**src/rtl/redmule_pkg.sv**
```systemverilog
// redmule_pkg: shared context states and config-map offsets for the RedMulE job register file
package redmule_pkg;
  typedef enum logic [1:0] {CTX_FREE, CTX_PROG, CTX_PENDING, CTX_RUNNING} ctx_state_e;
  localparam int unsigned ACQUIRE_OFFS    = 32;
  localparam int unsigned TRIGGER_OFFS    = 33;
  localparam int unsigned STATUS_OFFS     = 34;
  localparam int unsigned SOFT_CLEAR_OFFS = 35;
  localparam logic [31:0] ACQUIRE_FAIL    = 32'hFFFF_FFFF;
endpackage

```
**src/rtl/redmule_ctx_queue.sv**
```systemverilog
// redmule_ctx_queue: in-order FIFO of context ids, shift-down on pop, with synchronous clear
module redmule_ctx_queue #(
  parameter int unsigned DEPTH = 2,
  parameter int unsigned W     = 1,
  localparam int unsigned CNT_W = $clog2(DEPTH + 1)
) (
  input  logic             clk_i,
  input  logic             rst_ni,
  input  logic             clear_i,
  input  logic             push_i,
  input  logic [W-1:0]     id_i,
  input  logic             pop_i,
  output logic [W-1:0]     head_o,
  output logic [CNT_W-1:0] count_o,
  output logic             empty_o
);
  logic [W-1:0]     mem_q [DEPTH];
  logic [W-1:0]     mem_d [DEPTH];
  logic [CNT_W-1:0] cnt_q, cnt_d;
  always_comb begin
    mem_d = mem_q;
    cnt_d = cnt_q;
    if (pop_i && cnt_q != '0) begin
      for (int i = 0; i < DEPTH - 1; i++) mem_d[i] = mem_q[i + 1];
      cnt_d = cnt_q - CNT_W'(1);
    end
    if (push_i && cnt_d != CNT_W'(DEPTH)) begin
      for (int i = 0; i < DEPTH; i++) if (CNT_W'(i) == cnt_d) mem_d[i] = id_i;
      cnt_d = cnt_d + CNT_W'(1);
    end
    if (clear_i) cnt_d = '0;
  end
  always_ff @(posedge clk_i or negedge rst_ni) begin
    if (!rst_ni) begin
      for (int i = 0; i < DEPTH; i++) mem_q[i] <= '0;
      cnt_q <= '0;
    end else begin
      mem_q <= mem_d;
      cnt_q <= cnt_d;
    end
  end
  assign head_o  = mem_q[0];
  assign count_o = cnt_q;
  assign empty_o = (cnt_q == '0);
endmodule

```
**src/rtl/redmule_ctx_regfile.sv**
```systemverilog
// redmule_ctx_regfile: multi-context job register file feeding the RedMulE scheduler
// through an in-order job queue, with acquire/trigger/status/soft-clear config commands.
module redmule_ctx_regfile
  import redmule_pkg::*;
#(
  parameter int unsigned N_CONTEXT = 2,
  parameter int unsigned N_REGS    = 19,
  parameter int unsigned DATA_W    = 32,
  parameter int unsigned CFG_AW    = 6,
  localparam int unsigned ID_W     = N_CONTEXT > 1 ? $clog2(N_CONTEXT) : 1
) (
  input  logic                     clk_i,
  input  logic                     rst_ni,
  input  logic                     cfg_req_i,
  output logic                     cfg_gnt_o,
  input  logic                     cfg_we_i,
  input  logic [CFG_AW-1:0]        cfg_addr_i,
  input  logic [DATA_W-1:0]        cfg_wdata_i,
  output logic [DATA_W-1:0]        cfg_rdata_o,
  output logic                     cfg_rvalid_o,
  output logic                     job_valid_o,
  input  logic                     job_ready_i,
  output logic [ID_W-1:0]          job_ctx_o,
  output logic [N_REGS*DATA_W-1:0] job_regs_o,
  input  logic                     job_done_i,
  output logic                     clear_o,
  output logic [N_CONTEXT-1:0]     evt_o
);
  localparam int unsigned CNT_W = $clog2(N_CONTEXT + 1);
  ctx_state_e          state_q [N_CONTEXT];
  ctx_state_e          state_d [N_CONTEXT];
  logic [DATA_W-1:0]   regs_q [N_CONTEXT][N_REGS];
  logic [DATA_W-1:0]   rdata_q, rdata_d;
  logic                rvalid_q, clear_q;
  logic [N_CONTEXT-1:0] evt_q, evt_d, free_mask;
  logic                has_prog, has_run, has_free;
  logic [ID_W-1:0]     prog_id, run_id, free_id, head_id;
  logic [CNT_W-1:0]    q_cnt;
  logic                q_empty, rd, wr, acq_take, trig, sclr, hs, done;
  logic [31:0]         status;
  // Context roles are derived from the per-context states; at most one PROG and one RUNNING exist.
  always_comb begin
    has_prog  = 1'b0;
    has_run   = 1'b0;
    has_free  = 1'b0;
    prog_id   = '0;
    run_id    = '0;
    free_id   = '0;
    free_mask = '0;
    for (int c = N_CONTEXT - 1; c >= 0; c--) begin
      free_mask[c] = (state_q[c] == CTX_FREE);
      if (state_q[c] == CTX_PROG) begin
        has_prog = 1'b1;
        prog_id  = ID_W'(c);
      end
      if (state_q[c] == CTX_RUNNING) begin
        has_run = 1'b1;
        run_id  = ID_W'(c);
      end
      if (state_q[c] == CTX_FREE) begin
        has_free = 1'b1;
        free_id  = ID_W'(c);
      end
    end
  end
  assign rd          = cfg_req_i & ~cfg_we_i;
  assign wr          = cfg_req_i & cfg_we_i;
  assign acq_take    = rd && cfg_addr_i == CFG_AW'(ACQUIRE_OFFS) && !has_prog && has_free;
  assign trig        = wr && cfg_addr_i == CFG_AW'(TRIGGER_OFFS) && has_prog;
  assign sclr        = wr && cfg_addr_i == CFG_AW'(SOFT_CLEAR_OFFS);
  assign job_valid_o = !q_empty && !has_run;
  assign hs          = job_valid_o & job_ready_i;
  assign done        = job_done_i & has_run;
  assign job_ctx_o   = has_run ? run_id : head_id;
  assign cfg_gnt_o   = 1'b1;
  redmule_ctx_queue #(.DEPTH(N_CONTEXT), .W(ID_W)) i_queue (
    .clk_i   (clk_i),
    .rst_ni  (rst_ni),
    .clear_i (sclr),
    .push_i  (trig),
    .id_i    (prog_id),
    .pop_i   (hs),
    .head_o  (head_id),
    .count_o (q_cnt),
    .empty_o (q_empty)
  );
  // The four transitions always target different contexts, so they can be applied in sequence.
  always_comb begin
    state_d = state_q;
    for (int c = 0; c < N_CONTEXT; c++) begin
      if (acq_take && free_id == ID_W'(c)) state_d[c] = CTX_PROG;
      if (trig && prog_id == ID_W'(c)) state_d[c] = CTX_PENDING;
      if (hs && head_id == ID_W'(c)) state_d[c] = CTX_RUNNING;
      if (done && run_id == ID_W'(c)) state_d[c] = CTX_FREE;
      if (sclr) state_d[c] = CTX_FREE;
      evt_d[c] = done && !sclr && run_id == ID_W'(c);
    end
  end
  assign status = {16'(free_mask), 3'b0, 5'(q_cnt), 7'b0, has_run};
  always_comb begin
    rdata_d = '0;
    for (int r = 0; r < N_REGS; r++)
      if (has_prog && cfg_addr_i == CFG_AW'(r)) rdata_d = regs_q[prog_id][r];
    if (cfg_addr_i == CFG_AW'(ACQUIRE_OFFS))
      rdata_d = has_prog ? DATA_W'(prog_id) : has_free ? DATA_W'(free_id) : DATA_W'(ACQUIRE_FAIL);
    if (cfg_addr_i == CFG_AW'(STATUS_OFFS)) rdata_d = DATA_W'(status);
  end
  always_comb begin
    job_regs_o = '0;
    for (int r = 0; r < N_REGS; r++) job_regs_o[r*DATA_W +: DATA_W] = regs_q[job_ctx_o][r];
  end
  always_ff @(posedge clk_i or negedge rst_ni) begin
    if (!rst_ni) begin
      for (int c = 0; c < N_CONTEXT; c++) state_q[c] <= CTX_FREE;
      rdata_q  <= '0;
      rvalid_q <= 1'b0;
      clear_q  <= 1'b0;
      evt_q    <= '0;
    end else begin
      state_q  <= state_d;
      rdata_q  <= rd ? rdata_d : rdata_q;
      rvalid_q <= rd;
      clear_q  <= sclr;
      evt_q    <= evt_d;
    end
  end
  always_ff @(posedge clk_i or negedge rst_ni) begin
    if (!rst_ni) begin
      for (int c = 0; c < N_CONTEXT; c++)
        for (int r = 0; r < N_REGS; r++) regs_q[c][r] <= '0;
    end else begin
      for (int c = 0; c < N_CONTEXT; c++)
        for (int r = 0; r < N_REGS; r++)
          if (wr && has_prog && prog_id == ID_W'(c) && cfg_addr_i == CFG_AW'(r))
            regs_q[c][r] <= cfg_wdata_i;
    end
  end
  assign cfg_rdata_o  = rdata_q;
  assign cfg_rvalid_o = rvalid_q;
  assign clear_o      = clear_q;
  assign evt_o        = evt_q;
endmodule

```
**config.mk**
```make
export PLATFORM = sky130hd
export DESIGN_NAME = redmule_ctx_regfile
export DESIGN_NICKNAME = d
export VERILOG_FILES = /design/src/rtl/redmule_pkg.sv /design/src/rtl/redmule_ctx_queue.sv /design/src/rtl/redmule_ctx_regfile.sv
export SDC_FILE = /design/constraint.sdc
export NUM_CORES = 2
export LEC_CHECK = 0
export CAP_MARGIN = 5
export CORE_MARGIN = 1.5
export CORE_UTILIZATION = 55
export CTS_BUF_LIST = sky130_fd_sc_hd__clkbuf_16
export DETAILED_ROUTE_END_ITERATION = 8
export MAX_ROUTING_LAYER = met4
export PLACE_DENSITY_LB_ADDON = 0.25
export SETUP_SLACK_MARGIN = 0.2
export SYNTH_ARGS = -nofsm -noshare
export SYNTH_HDL_FRONTEND = slang
export SYNTH_SLANG_ARGS = --single-unit
export TNS_END_PERCENT = 10
```
**constraint.sdc**
```tcl
create_clock -name clk_i -period 3.2 [get_ports clk_i]
set_clock_uncertainty 0.1 [all_clocks]
set_input_delay 0.48 -clock clk_i [delete_from_list [all_inputs] [get_ports clk_i]]
set_output_delay 0.48 -clock clk_i [all_outputs]
set_load 0.05 [all_outputs]
```
After elaboration in Yosys (flattened, before gate mapping)
Cells that the tools add are included.
- register bits: 1260
- output and inout bits: 647
- word-level logic and storage cells: 239
- reduce and logical (&&, ||, !) cells: 93
- equal/unequal tests: 28
- bitwise gates (word level): 11
- $lt $le $gt $ge: 2
- muxes and demuxes: 56
- add/sub/neg operators: 2
- operators by type and width (cell ; count):
    2-to-1 mux 608 bit ; 6
    2-to-1 mux 32 bit ; 23
    logical AND 1 bit ; 80
    equality test 6 x 4 -> 1 bit (second input constant) ; 8
    2-to-1 mux 2 bit ; 14
    equality test 6 x 3 -> 1 bit (second input constant) ; 4
    equality test 6 bit (second input constant) ; 4
    equality test 6 x 5 -> 1 bit (second input constant) ; 3
    2-to-1 mux 1 bit ; 13
    equality test 6 x 2 -> 1 bit (second input constant) ; 2
    nonzero test 5 bit ; 2
    zero test 2 bit ; 4
    equality test 6 x 1 -> 1 bit (second input constant) ; 1
    zero test 6 bit ; 1
    NOT 1 bit ; 5
    AND 1 bit ; 4
    equality test 2 x 1 -> 1 bit (second input constant) ; 2
    equality test 2 bit (second input constant) ; 2
    >= comparator 2 bit (second input constant) ; 2
    zero test 1 bit ; 4
    NOT 1 -> 2 bit ; 2
    adder 2 x 1 -> 2 bit (second input constant) ; 1
    equality test 1 x 2 -> 1 bit (first input constant) ; 1
    inequality test 2 bit (second input constant) ; 1
    other kinds (3) ; 3

Longest topological paths before layout
- word-level depth: 28
- depth in mapped cells: 13

By module
A second synthesis with hierarchy kept.
- cell total of the unflattened synthesis: 7043
- area, all modules: 66829.1 um2
- by module, submodules not included (module ; area an instance (um2) ; times used ; cells an instance):
    redmule_ctx_regfile ; 66537.6 ; 1 ; 7014
    redmule_ctx_queue ; 291.5 ; 1 ; 29

Least setup slack after synthesis
OpenSTA, ideal clock, no wires.
- path type: register to register
- start: register state_q[3] (netlist bit)
- end: register i_queue.cnt_q[1], in the netlist i_queue.count_o[1]
- cell stages (with the launch flop): 12
- arrival: 3.049 ns
- required time: 3.029 ns
- setup slack: -0.020 ns
- period minus slack after synthesis: 3.220 ns
- cell sequence: dfrtp_1 clkbuf_1 nand2_1 nand2_1 nor2_1 nand2_1 a21oi_1 inv_1 ha_1 nor3_2 mux2_2 nor2_1
- cells in the longest elaborated chain, start to end: 11
- elaborated cells on any way between the ends: 15
- classes of those cells: add/sub: 1; eq/ne: 3; mux: 5; bitwise: 1; reduce/logical: 5
- ends and longest elaborated chain (what ; line ; text):
    from (decl) ; redmule_ctx_regfile.sv:30 ; ctx_state_e state_q [N_CONTEXT];
    from (signal assigned) ; redmule_ctx_regfile.sv:120 ; state_q <= state_d;
    equality test 2 bit (*) ; redmule_ctx_regfile.sv:56 ; if (state_q[c] == CTX_RUNNING) begin
    2-to-1 mux 1 bit (*) ; redmule_ctx_regfile.sv:56 ;
    zero test 1 bit (*) ; redmule_ctx_regfile.sv:71 ; assign job_valid_o = !q_empty && !has_run;
    logical AND 1 bit (*) ; redmule_ctx_regfile.sv:71 ;
    net job_valid_o ; redmule_ctx_regfile.sv:21 ; output logic job_valid_o,
    AND 1 bit (*) ; redmule_ctx_regfile.sv:72 ; assign hs = job_valid_o & job_ready_i;
    logical AND 1 bit (*) ; redmule_ctx_queue.sv:23 ; if (pop_i && cnt_q != '0) begin
    2-to-1 mux 2 bit (*) ; redmule_ctx_queue.sv:23 ;
    parallel branches: the longest is 2 deep, another holds adder 2 x 1 -> 2 bit ; - ;
    2-to-1 mux 2 bit (*) ; redmule_ctx_queue.sv:27 ; if (push_i && cnt_d != CNT_W'(DEPTH)) begin
    2-to-1 mux 2 bit (*) ; redmule_ctx_queue.sv:31 ; if (clear_i) cnt_d = '0;
    net i_queue.cnt_d[1] ; redmule_ctx_queue.sv:19 ; logic [CNT_W-1:0] cnt_q, cnt_d;
    to (signal assigned) ; redmule_ctx_queue.sv:39 ; cnt_q <= cnt_d;
    to (decl) ; redmule_ctx_queue.sv:19 ;
Mark *: on every way through the listed nets, which the timed path passes.
A chain may end at the register's enable or synchronous reset.

Final worst setup path
- start: register state_q[1] (netlist bit)
- end: output port job_regs_o[230]
- cells in the longest elaborated chain, start to end: 8
- elaborated cells on any way between the ends: 9
- classes of those cells: eq/ne: 1; mux: 7; bitwise: 1
- ends and longest elaborated chain (what ; line ; text):
    equality test 2 bit (*) ; redmule_ctx_regfile.sv:56 ;
    2-to-1 mux 1 bit (*) ; redmule_ctx_regfile.sv:56 ;
    2-to-1 mux 1 bit ; redmule_ctx_regfile.sv:56 ;
    2-to-1 mux 1 bit (*) ; redmule_ctx_regfile.sv:74 ; assign job_ctx_o = has_run ? run_id : head_id;
    NOT 1 -> 2 bit (implied by the code) (*) ; redmule_ctx_regfile.sv:110 ; for (int r = 0; r < N_REGS; r++) job_regs_o[r*DATA_W +: DATA_W] = regs_q[job_ctx_o][r];
    2-to-1 mux 608 bit (*) (3 in a row) ; - ;
    to (decl) ; redmule_ctx_regfile.sv:24 ; output logic [N_REGS*DATA_W-1:0] job_regs_o,
Every way passes the cells marked *; elsewhere a longest branch is shown, timed or not. The select of a mux whose other input is x is not followed.

==> metrics.csv <==
stage,metric,value,unit
critical_path,CP Class,reg -> out,
clocking,Num CTS Buffers,138,
detailed_routing,drt wl/cell,28.64,um
placed_design,placed instance count,9211,
timing,RSZ-0062 raised after global routing,yes,
critical_path,Worst EP arrival,2.79,ns
die,die extent in y,351.3,um
global_route,number of global-route vias before repair,59188,
global_route,largest net degree at the start of global routing,118,
timing,WHS,0.1762,ns
synthesis,top cell type's share of synthesized area,47.25,%
die,starting density of the core,55.55,%
synthesis,ys flop type,dfrtp_1,
min_path,Hold Path Class,in -> async,
clocking,Max Root-Sink Buffers,3,
critical_path,Crit Path Max Fanout,5,
pwr,leakage,44.23,nW
timing,# setup viols final,437,
die,Die ar.,0.1234,mm^2
clocking,CTS tree,done,
timing,Worst slew margin,33.17,%
timing,Worst Tran Pin Value,1.002,ns
timing,final worst path period share,105.2,%
die,core area,0.1201,mm^2
placed_design,HPWL after DPL,178800,um
synthesis,Post-Syn Instances,7020,
cells_and_area,share of post-route cells with drive strength above 1,41.02,%
synthesis,Synth area leader,dfrtp_1,
detailed_routing,drt pass-1 iters,9,
synthesis,ranking of synthesized cells by area,"dfrtp_1 47%, mux2_2 21%, nand2_1 15%",
clocking,worst skew pair latency,0.76,ns
global_route,antenna violations before repair,5,
clocking,H-tree levels,4,
synthesis,Seq cells post-synth,1260,
timing,"Worst Setup Slack, final",-0.1670,ns
cells_and_area,area of the multi-input gates,0.03513,mm^2
detailed_routing,remaining antenna violation count,0,
placed_design,I/O Buffers,689,
critical_path,required time worst endpoint,2.62,ns
critical_path,Critical Path Source,state_q[1],
global_route,total grt overflow,0,
die,Chip Width,351.3,um
detailed_routing,drc violations,0,
clocking,CTS Sinks,1260,
critical_path,Worst setup EP type,output port,
cells_and_area,"Cell Count, Final, Fillers Out",9574,
placed_design,GPL Wtd Cong,0.9953,
outcome,outcome,"complete, but fails checks",
timing,final hold viol count,0,
cells_and_area,Register Area,0.03153,mm^2
timing,Max Slew Vio Count,0,
critical_path,nature of the critical path startpoint,register,
clocking,clock tree root buffer cell,clkbuf_16,
cells_and_area,Layout fillers,7466,
synthesis,syn nets,7068,
global_route,first-pass GRT wire length,389500,um
synthesis,Syn Area/Cell,9.506,um^2
detailed_routing,via count of the routed design,62385,
timing,crit path time final,3.367,ns
synthesis,sequential share of the synthesized area,47.25,%
critical_path,RR Startpoint,state_q[1],
detailed_routing,routed vias/inst,6.516,
flow_run,Max Cap Viol,0,
timing,Fmax achieved,297.0,MHz
pwr,maximum VDD drop,0.0005017,V
die,FP Rows,127,
synthesis,Async SR Flop Fraction,100.0,%
synthesis,post-synthesis cell area,0.06674,mm^2
detailed_routing,final wirelength,274200,um
global_route,all-layer global routing usage,43.63,%
detailed_routing,1st-iter DRT viols,8734,
synthesis,distinct cell type count after synthesis,71,
clocking,clock transition at the registers of the reported paths,0.06,ns
synthesis,"EDFF count, synth",0,
cells_and_area,Layout area overhead,40.98,%
die,num ports,691,
pwr,PwrDens,499.8,mW/mm^2
pwr,Final Power,47.03,mW
cells_and_area,nets@finish,7902,
placed_design,DP Worst Slack,-0.5409,ns
outcome,failing checks,setup timing,
synthesis,yosys warns,0,
-- cell type report --
type | instances | share of cell area [%]
clock inverter | 100 | 0.7062
tap | 1612 | 2.144
inverter | 8 | 0.04921
antenna | 4 | 0.01064
multi-input combinational | 5130 | 37.34
sequential | 1260 | 33.51
clock buffer | 144 | 3.830
timing repair buffer | 1315 | 22.40
timing repair inverter | 1 | 0.009309
-- worst paths after layout --
| check | to | slack [ns] | depth (start not counted) |
|---|---|---|---|
| setup / recovery | job_regs_o[230] | -0.17 | 13 |
| hold / removal | regs_q[666] | 0.18 | 2 |
| setup reg to reg | cfg_rdata_o[14] | -0.11 | 11 |
| hold reg to reg | regs_q[232] | 0.43 | 1 |
| max in group asynchronous | regs_q[582] | 1.64 | 4 |
| min in group clk_i | state_q[0] | 0.41 | 3 |
-- cells by family after synthesis --
group                    after synthesis  synth area share (%)
other                                  1              0.005619
AND/OR/NAND/NOR                     2947                 17.41
XOR/XNOR                               2               0.02625
flip-flops                          1260                 47.25
buffers and inverters                630                 4.091
AO/OA/AOI/OAI                        726                 7.110
adder cells (fa/ha/maj)                4               0.07500
multiplexers                        1450                 24.03
-- power breakdown --
part | internal [mW] | switching, mW | leakage (nW)
Sequential | 16.6 | 0.582 | 17.5
Combinational | 5.61 | 8.76 | 24.5
Clock | 8.69 | 6.83 | 2.21
Total | 30.8 | 16.2 | 44.2
-- through the flow --
step	TNS (ns)	instance area, um^2	utilization [%]
after floorplan	0	66740	-
after global placement	-24.45	84830	70.62
after detailed placement	-37.88	84830	70.62
after CTS	-34.96	91990	76.58
after global routing	-40.47	94080	78.32
final	-20.57	94080	78.32
-- layer usage --
metal	global-route usage, %	routed length, um
met1	56.81	100500
met2	62.82	121800
met3	11.73	34730
met4	21.64	17210
met5	-	0
-- critical path, stage by stage (launching register included) --
cell     delay (ns)
dfrtp_1        0.38
buf_6          0.12
and2_4         0.16
o21ai_4        0.17
buf_6          0.14
buf_16         0.13
buf_16         0.13
buf_12         0.12
buf_12         0.11
buf_12         0.09
buf_16         0.13
nand2_4        0.05
nand2_4        0.13
buf_12         0.15
-- state kept, by name, indices dropped and copies added (netlist names) --
| signal | count |
|---|---|
| evt_o | 2 |
| cfg_rvalid_o | 1 |
| clear_o | 1 |
| regs_q | 1216 |
| state_q | 4 |
| i_queue.mem_q | 1 |
| i_queue.count_o | 2 |
| i_queue.head_o | 1 |
| cfg_rdata_o | 32 |
-- cell usage after synthesis, types with 4 or more instances --
| cell type | instances |
|---|---|
| o21bai_1 | 26 |
| buf_1 | 52 |
| buf_2 | 159 |
| inv_1 | 7 |
| nor3_1 | 84 |
| a31o_2 | 30 |
| a31oi_1 | 105 |
| a311oi_1 | 26 |
| a221oi_1 | 28 |
| o221a_1 | 5 |
| buf_6 | 9 |
| nor2_2 | 5 |
| a32oi_1 | 6 |
| nand3_1 | 173 |
| o211ai_1 | 34 |
| nor2b_1 | 5 |
| o22ai_1 | 66 |
| dfrtp_1 | 1260 |
| nor2_1 | 50 |
| o221ai_1 | 34 |
| nand2b_1 | 6 |
| mux2_2 | 1219 |
| a21oi_1 | 171 |
| o221a_2 | 20 |
| and2_1 | 5 |
| clkbuf_1 | 375 |
| a21o_1 | 5 |
| o21ai_1 | 50 |
| nand2_1 | 2588 |
| mux2i_1 | 231 |
| ha_1 | 4 |
| o21ai_0 | 97 |
| buf_4 | 26 |
-- repair_timing --
item                       CTS  global route
cloned                      34            25
hold endpoints to repair   119             0
hold buffers                 1             0
setup buffers               47             8
pin swaps                   82           168
resized for setup          433           380
setup endpoints to repair  700           903
-- cell usage in the layout, fill, tap and decap left out, drive strengths merged, types with 25 or more instances in the layout --
master / synthesis / layout
a31oi: 105 / 105
o22ai: 66 / 66
clkbuf: 376 / 165
dfrtp: 1260 / 1260
o221ai: 35 / 35
a221oi: 29 / 29
mux2i: 231 / 231
clkdlybuf4s50: 0 / 75
o21bai: 26 / 26
clkinv: 0 / 59
o221a: 25 / 25
nand2: 2591 / 2591
nor2: 58 / 58
o21ai: 148 / 148
a31o: 32 / 32
a21oi: 171 / 171
a311oi: 26 / 26
buf: 246 / 1213
o211ai: 34 / 34
nand3: 174 / 174
inv: 8 / 41
nor3: 86 / 86
mux2: 1219 / 1219
Power figures use the tool's default switching activity.
